File: src/rtl/if_id_pipe_pkg.sv
// Shared defaults and FSM state encoding for the IF->ID pipeline register.
// Build option: IF_ID_SKID_EN enables the one-entry skid register (see if_id_pipe.sv).
package pipe_defs;

    localparam int unsigned DEF_ADDR_W = 32;
    localparam int unsigned DEF_INST_W = 32;

    localparam logic [31:0] DEF_NOP_INST = 32'h0000_0000;
    localparam logic [31:0] DEF_RST_PC   = 32'h0000_0000;

    localparam int unsigned ST_W = 2;

    localparam logic [ST_W-1:0] ST_EMPTY = 2'd0;
    localparam logic [ST_W-1:0] ST_BUSY  = 2'd1;
    localparam logic [ST_W-1:0] ST_FULL  = 2'd2;

endpackage : pipe_defs

File: src/rtl/if_id_pipe_if.sv
// Valid/ready channel carrying one {pc, inst} pair.
// The producer uses the master modport and the consumer uses the slave modport.
interface if_id_pipe_if
    import pipe_defs::*;
#(
    parameter int unsigned ADDR_W = DEF_ADDR_W,
    parameter int unsigned INST_W = DEF_INST_W
);

    logic              valid;
    logic              ready;
    logic [ADDR_W-1:0] pc;
    logic [INST_W-1:0] inst;

    modport master (output valid, output pc, output inst, input ready);
    modport slave  (input valid, input pc, input inst, output ready);

endinterface : if_id_pipe_if

File: src/rtl/if_id_pipe_skid_buf.sv
// One-entry skid register: a valid flag plus a data word.
// Clear takes priority over pop and load. The data word is written only on load.
module pipe_skid_buf #(
    parameter int unsigned W = 64
) (
    input  logic         clk,
    input  logic         rst,
    input  logic         clr_i,
    input  logic         load_i,
    input  logic         pop_i,
    input  logic [W-1:0] data_i,
    output logic         valid_o,
    output logic [W-1:0] data_o
);

    logic         valid_q, valid_d;
    logic [W-1:0] data_q, data_d;

    // Next-state logic for the entry.
    always_comb begin
        valid_d = valid_q;
        data_d  = data_q;
        if (clr_i || pop_i) begin
            valid_d = 1'b0;
        end else if (load_i) begin
            valid_d = 1'b1;
        end
        if (load_i && !clr_i) begin
            data_d = data_i;
        end
    end

    // Entry registers with synchronous reset.
    always_ff @(posedge clk) begin
        if (rst) begin
            valid_q <= 1'b0;
            data_q  <= '0;
        end else begin
            valid_q <= valid_d;
            data_q  <= data_d;
        end
    end

    assign valid_o = valid_q;
    assign data_o  = data_q;

endmodule : pipe_skid_buf

File: src/rtl/if_id_pipe.sv
// IF->ID pipeline register with a valid/ready handshake, stall, flush and NOP bubbles.
// Build option: IF_ID_SKID_EN adds a one-entry skid so that in_ready comes from a
// register. The default build is a two-state EMPTY/BUSY register whose in_ready is
// combinational.
module if_id_pipe
    import pipe_defs::*;
#(
    parameter int unsigned       ADDR_W   = DEF_ADDR_W,
    parameter int unsigned       INST_W   = DEF_INST_W,
    parameter logic [INST_W-1:0] NOP_INST = INST_W'(DEF_NOP_INST),
    parameter logic [ADDR_W-1:0] RST_PC   = ADDR_W'(DEF_RST_PC)
) (
    input  logic          clk,
    input  logic          rst,
    input  logic          flush,
    if_id_pipe_if.slave   in_if,
    if_id_pipe_if.master  out_if
);

    logic [ST_W-1:0]   state_q, state_d;
    logic [ADDR_W-1:0] pc_q, pc_d;
    logic [INST_W-1:0] inst_q, inst_d;

    logic out_valid_c;
    logic in_ready_c;
    logic accept_c;
    logic consume_c;

`ifdef IF_ID_SKID_EN
    logic                     skid_valid;
    logic [ADDR_W+INST_W-1:0] skid_data;
    logic                     skid_load_c;
    logic                     skid_pop_c;

    // The skid holds the input that was accepted while decode stalled.
    pipe_skid_buf #(
        .W (ADDR_W + INST_W)
    ) u_skid (
        .clk     (clk),
        .rst     (rst),
        .clr_i   (flush),
        .load_i  (skid_load_c),
        .pop_i   (skid_pop_c),
        .data_i  ({in_if.pc, in_if.inst}),
        .valid_o (skid_valid),
        .data_o  (skid_data)
    );

    // in_ready depends only on the skid flop, so out_ready has no path to it.
    assign in_ready_c = !skid_valid;
`else
    // A free slot is either empty or is being drained this cycle.
    assign in_ready_c = !out_valid_c || out_if.ready;
`endif

    assign out_valid_c = (state_q != ST_EMPTY);
    assign accept_c    = in_if.valid && in_ready_c;
    assign consume_c   = out_valid_c && out_if.ready;

    // Next-state and output-register logic. Flush overrides every transfer.
    always_comb begin
        state_d = state_q;
        pc_d    = pc_q;
        inst_d  = inst_q;
`ifdef IF_ID_SKID_EN
        skid_load_c = 1'b0;
        skid_pop_c  = 1'b0;
`endif
        if (flush) begin
            state_d = ST_EMPTY;
            pc_d    = RST_PC;
            inst_d  = NOP_INST;
        end else begin
            case (state_q)
                ST_EMPTY: begin
                    if (accept_c) begin
                        state_d = ST_BUSY;
                        pc_d    = in_if.pc;
                        inst_d  = in_if.inst;
                    end
                end
                ST_BUSY: begin
                    if (consume_c) begin
                        if (accept_c) begin
                            pc_d   = in_if.pc;
                            inst_d = in_if.inst;
                        end else begin
                            state_d = ST_EMPTY;
                            pc_d    = RST_PC;
                            inst_d  = NOP_INST;
                        end
                    end
`ifdef IF_ID_SKID_EN
                    else if (accept_c) begin
                        state_d     = ST_FULL;
                        skid_load_c = 1'b1;
                    end
`endif
                end
`ifdef IF_ID_SKID_EN
                ST_FULL: begin
                    if (consume_c) begin
                        state_d    = ST_BUSY;
                        pc_d       = skid_data[ADDR_W+INST_W-1:INST_W];
                        inst_d     = skid_data[INST_W-1:0];
                        skid_pop_c = 1'b1;
                    end
                end
`endif
                default: begin
                    state_d = ST_EMPTY;
                    pc_d    = RST_PC;
                    inst_d  = NOP_INST;
                end
            endcase
        end
    end

    // State and output registers. Reset leaves a clean bubble.
    always_ff @(posedge clk) begin
        if (rst) begin
            state_q <= ST_EMPTY;
            pc_q    <= RST_PC;
            inst_q  <= NOP_INST;
        end else begin
            state_q <= state_d;
            pc_q    <= pc_d;
            inst_q  <= inst_d;
        end
    end

    assign in_if.ready  = in_ready_c;
    assign out_if.valid = out_valid_c;
    assign out_if.pc    = pc_q;
    assign out_if.inst  = inst_q;

endmodule : if_id_pipe
File: src/flat_wrapper.sv
// flat-port wrapper written by rule: the top's interface ports become plain ports
module if_id_pipe_flat import pipe_defs::*;
#(
    parameter int unsigned       ADDR_W   = DEF_ADDR_W,
    parameter int unsigned       INST_W   = DEF_INST_W,
    parameter logic [INST_W-1:0] NOP_INST = INST_W'(DEF_NOP_INST),
    parameter logic [ADDR_W-1:0] RST_PC   = ADDR_W'(DEF_RST_PC)
)
  (clk, rst, flush, in_if_valid, in_if_pc, in_if_inst, in_if_ready, out_if_valid, out_if_pc, out_if_inst, out_if_ready);
  if_id_pipe_if #(.ADDR_W(ADDR_W), .INST_W(INST_W)) in_if_i ();
  if_id_pipe_if #(.ADDR_W(ADDR_W), .INST_W(INST_W)) out_if_i ();
  input  logic clk;
  input  logic rst;
  input  logic flush;
  input wire logic [$bits(in_if_i.valid)-1:0] in_if_valid;
  input wire logic [$bits(in_if_i.pc)-1:0] in_if_pc;
  input wire logic [$bits(in_if_i.inst)-1:0] in_if_inst;
  output wire logic [$bits(in_if_i.ready)-1:0] in_if_ready;
  output wire logic [$bits(out_if_i.valid)-1:0] out_if_valid;
  output wire logic [$bits(out_if_i.pc)-1:0] out_if_pc;
  output wire logic [$bits(out_if_i.inst)-1:0] out_if_inst;
  input wire logic [$bits(out_if_i.ready)-1:0] out_if_ready;
  assign in_if_i.valid = in_if_valid;
  assign in_if_i.pc = in_if_pc;
  assign in_if_i.inst = in_if_inst;
  assign in_if_ready = in_if_i.ready;
  assign out_if_valid = out_if_i.valid;
  assign out_if_pc = out_if_i.pc;
  assign out_if_inst = out_if_i.inst;
  assign out_if_i.ready = out_if_ready;
  if_id_pipe #(.ADDR_W(ADDR_W), .INST_W(INST_W), .NOP_INST(NOP_INST), .RST_PC(RST_PC)) u_core (.clk(clk), .rst(rst), .flush(flush), .in_if(in_if_i), .out_if(out_if_i));
endmodule
File: config.mk
export PLATFORM = sky130hd
export DESIGN_NAME = if_id_pipe_flat
export DESIGN_NICKNAME = d
export VERILOG_FILES = /design/src/rtl/if_id_pipe_pkg.sv /design/src/rtl/if_id_pipe_if.sv /design/src/rtl/if_id_pipe_skid_buf.sv /design/src/rtl/if_id_pipe.sv /design/src/flat_wrapper.sv
export SDC_FILE = /design/constraint.sdc
export NUM_CORES = 1
export LEC_CHECK = 0
export CAP_MARGIN = 20
export CORE_AREA = 10 10 91 93
export DETAILED_ROUTE_END_ITERATION = 8
export DIE_AREA = 0 0 101 103
export PLACE_DENSITY = 0.8
export SYNTH_ARGS = -nofsm -noshare
export SYNTH_HDL_FRONTEND = slang
export SYNTH_SLANG_ARGS = --single-unit
File: constraint.sdc
create_clock -name clk -period 1.16 [get_ports clk]
set_input_delay 0.348 -clock clk [delete_from_list [all_inputs] [get_ports clk]]
set_output_delay 0.348 -clock clk [all_outputs]
set_load 0.05 [all_outputs]
# [Yosys cells after proc, flatten, opt, wreduce, memory -nomap -nowiden]
# Cells that the tools add are included.
[word_totals] register_bits=66 inputBits=69 output_inout_bits=66 elab_cells=28
[classes] n_eq_ne=4 mux=12 n_reduce_logical=9
[ops] cell="$mux 32" n=6
[ops] cell="$pmux 32 s2" n=2
[ops] cell="$mux 2" n=3
[ops] cell="$ne 2x1->1 const B" n=2
[ops] cell="$pmux 2 s2" n=1
[ops] cell="$reduce_and 3->1" n=1
[ops] cell="$eq 2x1->1 const B" n=1
[ops] cell="$logic_and 1x1->1" n=2
[ops] cell="$logic_not 2->1" n=1
[ops] cell="$ne 2x2->1 const B" n=1
[ops] cell="$reduce_and 2->1" n=1
[ops] cell="$reduce_bool 2->1" n=1
[ops] cell="$reduce_or 2->1" n=1
[ops] cell="$logic_not 1->1" n=1
[ops] cell="$logic_or 1x1->1" n=1

# [Depth between registers and ports, before layout]
[depth] ltp_word=7 depth_mapped=5 mapped_depth_nobuf=3

# [Worst setup path before layout]
# OpenSTA, ideal clock, no wires.
[synth_path] path_kind="reg-to-reg" start="register u_core.state_q[0]" end="register u_core.inst_q[0], in the netlist u_core.out_if.inst[0]" arrival_time_ns=1.848 required_ns=1.043 path_slack_ns=-0.805 stages_incl_launch_ff=6 synth_period_minus_slack_ns=1.965 cell_sequence="dfxtp_1 > nand2b_1 > and3_1 > buf_6 > buf_6 > a22o_1"
[synth_via] elab_chain_cells=7 elab_cells_between_ends=13 classes_between="eq/ne: 3; mux: 3; reduce/logical: 7"
[synth_rtl] item="from (decl)" line_no="if_id_pipe.sv:20" rtl="logic [ST_W-1:0] state_q, state_d;"
[synth_rtl] item="from (signal assigned)" line_no="if_id_pipe.sv:126" rtl="state_q <= state_d;"
[synth_rtl] item="$reduce_bool 2->1 (*)" line_no="if_id_pipe.sv:56" rtl="assign out_valid_c = (state_q != ST_EMPTY);"
[synth_rtl] item="$logic_not 1->1 (*)" line_no="if_id_pipe.sv:53" rtl="assign in_ready_c = !out_valid_c || out_if.ready;"
[synth_rtl] item="$logic_or 1x1->1 (*)" line_no="if_id_pipe.sv:53"
[synth_rtl] item="net in_if_ready" line_no="flat_wrapper.sv:18" rtl="output wire logic [$bits(in_if_i.ready)-1:0] in_if_ready;"
[synth_rtl] item="$logic_and 1x1->1 (*)" line_no="if_id_pipe.sv:57" rtl="assign accept_c = in_if.valid && in_ready_c;"
[synth_rtl] item="$mux 32" line_no="if_id_pipe.sv:84" rtl="if (accept_c) begin"
[synth_rtl] item="$mux 32" line_no="if_id_pipe.sv:83" rtl="if (consume_c) begin"
[synth_rtl] item="$pmux 32 s2" line_no="if_id_pipe.sv:74" rtl="case (state_q)"
[synth_rtl] item="to (signal assigned)" line_no="if_id_pipe.sv:128" rtl="inst_q <= inst_d;"
[synth_rtl] item="to (decl)" line_no="if_id_pipe.sv:22" rtl="logic [INST_W-1:0] inst_q, inst_d;"
# The timed path passes the listed nets; every way through them passes the cells marked *. The select of a mux whose other input is x is not followed.
# A chain may end at the register's enable or synchronous reset.

# [Worst setup path in the final report]
[layout_path] start="register u_core.state_q[0]" end="output in_if_ready"
[layout_via] elab_chain_cells=3
[layout_rtl] item="$reduce_bool 2->1" line_no="if_id_pipe.sv:56"
[layout_rtl] item="$logic_not 1->1" line_no="if_id_pipe.sv:53"
[layout_rtl] item="$logic_or 1x1->1" line_no="if_id_pipe.sv:53"
[layout_rtl] item="to (decl)" line_no="flat_wrapper.sv:18"
# Every way passes these cells.

==> impl_results.md <==
- Worst-Skew Late Latency: 320 ps
- Routed WL: 8480 um
- Setup_tns: -9480 ps
- Int Pwr: 4.01 mW
- IO Pins: 135
- Multi-input gate area in the final layout: about 640 um^2
- Initial Util: 0.309
- Via density: 4.89
- Crit path DAT: slightly above 1000 ps
- Status: finished, violations left
- Via count: 1,916
- Worst min path class: in2reg
- Max Slew Vio Count: 0
- Share of the synthesized area in the top cell type: 0.640
- Core area: 6570 um^2
- Vias in the first global route: 1,991
- Die area: ~10,000 um^2
- Flop pwr share: 0.446
- Cell taking the most area after synthesis: dfxtp_1
- Rows: 30
- Share of total power in the clock network: 0.346
- Most used DFF post-synth: dfxtp_1
- Yosys warns: 0
- Drt pass-1 iters: 4
- Count leader, synth: dfxtp_1
- Final count of hold timing violations: 0
- TritonCTS Sinks: 65
- Switching part of the total: 0.255
- TritonCTS clock tree: yes
- EDFF count, synth: 0
- Max-cap violations: 0
- CP Max Fanout: 4
- Fin Hold WS: 502 ps
- Clock Path Buffers: 2
- DR DRC count: 0
- FILL cells: 441
- IO Port Bufs: 134
- Synth cell count leaders: dfxtp_1 (65), a22o_1 (64), buf_6 (7), buf_4 (6)
- Register Area: 1400 um^2
- Syn Inst Count: 150
- RePlAce Congestion: around 0.7
- Initial antenna violation count: 1
- First-pass GRT wire length: 11,400 um
- Total GRT Usage: 0.141
- Final setup viols: 119
- Yosys cell types: 12
- Area delta synth->final: 133%
- Synthesized area per cell: between 10 and 15 um^2
- Startpoint Class: flip-flop
- Crit path kind: reg2out
- Die height: roughly 100 um
- H-tree Lvls: 3
- Sequential area share after synthesis: 0.640
- Setup crit end kind: primary output
- Layout Nets: approximately 380
- Max VDD drop: 0.801 mV
- Synth top area cells: dfxtp_1 (64%), a22o_1 (28%), buf_6 (3.9%)
- Failing checks: setup timing
- Worst rel slew slack: 0.828
- Final period utilization: 1.18
- F_max: 732 MHz
- Routed Antenna Nets: 0
- Largest net degree at the start of global routing: 41
- RSZ-0062 raised after global routing: yes
- Ys async rst share: 0
- Critical path data required time: 810 ps
- Final worst slack: -206 ps
- PwrDens: 1130 nW/um^2
- Sw power: 1.37 mW
- Min Tclk post-route: 1370 ps
- Worst-margin pin slew: 258 ps
- Synthesized area: 2030 um^2
- DR WL/cell: 21.6 um
- Fin Clk Skew: 11.0 ps
- Clk root buf: clkbuf_8
- #FFs+latches synth: 65
- Syn nets: ~220
- GRT overflow: 0
- Combinational power share: 0.208
- Post-DP HPWL: 5500 um
- Chip width: just over 100 um
- Layout cells sized above 1: 0.559
- Leak: 1.93 nW
- TritonCTS buffer count: 9
- Reg clk slew, reported paths: 70 ps
- DR iter-0 viols: 44
-- state kept, by name (all words and copies together), names as in the netlist --
register,count
u_core.out_if.inst,32
u_core.out_if.pc,32
u_core.state_q,1
-- layer usage --
layer	part of all wire	wire length, um	track usage
met5	0	0	0
met4	0.020	167	0.0579
met3	0.099	839	0.0731
met2	0.50	4270	0.226
met1	0.38	3200	0.154
-- critical path: stages (launching register included) --
cell and delay, ps:
dfxtp_4 380, nand2b_4 60, buf_6 120, buf_12 140
-- kinds of logic after synthesis --
logic type,count (synthesis),share of synthesized area
simple gates,4,0.00985
flops,65,0.640
compound gates,66,0.284
buf+inv,15,0.0653
-- power groups by stage --
stage          sequential, mW  combinational (mW)  clock, mW
3_3_place_gp             2.44               0.978          0
2_1_floorplan            2.66               0.146          0
3_5_place_dp             2.44               0.991          0
4_1_cts                  2.41                1.04       1.90
6_report                 2.40                1.12       1.86
5_1_grt                  2.40                1.16       2.01
-- timing repair --
item / 4_1_cts / 5_1_grt
buffers inserted: 3 / 2
pin swaps: 8 / 36
gates resized for setup: 78 / 10
gates cloned: 3 / 9
hold buffers: 0 / 0
setup endpoints to repair: 130 / 130
-- worst paths after layout --
check	cells past startpoint	slack (ps)	endpoint	startpoint
min reg2reg	1	510	u_core.out_if.inst[4]	u_core.out_if.inst[4]
max reg2reg	4	-190	u_core.out_if.inst[17]	u_core.state_q[0]
min	3	500	u_core.state_q[0]	in_if_valid
max	3	-210	in_if_ready	u_core.state_q[0]
-- cells in the final DEF, fill, tap and decap left out, types with 2 or more instances in the layout --
| cell type | netlist | routed |
|---|---|---|
| buf_12 | 0 | 69 |
| a22o_1 | 64 | 64 |
| clkdlybuf4s50_1 | 0 | 64 |
| dfxtp_2 | 0 | 57 |
| clkbuf_8 | 0 | 10 |
| dfxtp_4 | 0 | 8 |
| buf_4 | 6 | 6 |
| clkbuf_16 | 0 | 5 |
| buf_6 | 7 | 5 |
| dlygate4sd2_1 | 0 | 4 |
| clkbuf_1 | 0 | 3 |
| o211a_4 | 0 | 2 |
| clkinv_2 | 0 | 2 |
| buf_16 | 0 | 2 |
| buf_8 | 0 | 2 |
-- through the flow --
stage	setup slack, ps	total power, mW	util	instance area [um^2]	cells
after floorplan	-157	2.81	-	2050	150
after global placement	-531	3.41	0.627	4120	358
after detailed placement	-560	3.43	0.627	4120	358
after CTS	-222	5.35	0.688	4520	380
after global routing	-247	5.57	0.722	4740	391
final	-206	5.37	0.722	4740	392
-- final cells by class --
class,instances,share of cell area
multi-input combinational,71,0.136
tap,80,0.0211
sequential,65,0.296
timing repair buffer,158,0.506
clock buffer,13,0.0314
clock inverter,3,0.00844
inverter,1,0.000792
antenna,1,0.000528
No activity file was read; power rests on OpenSTA's default activity.
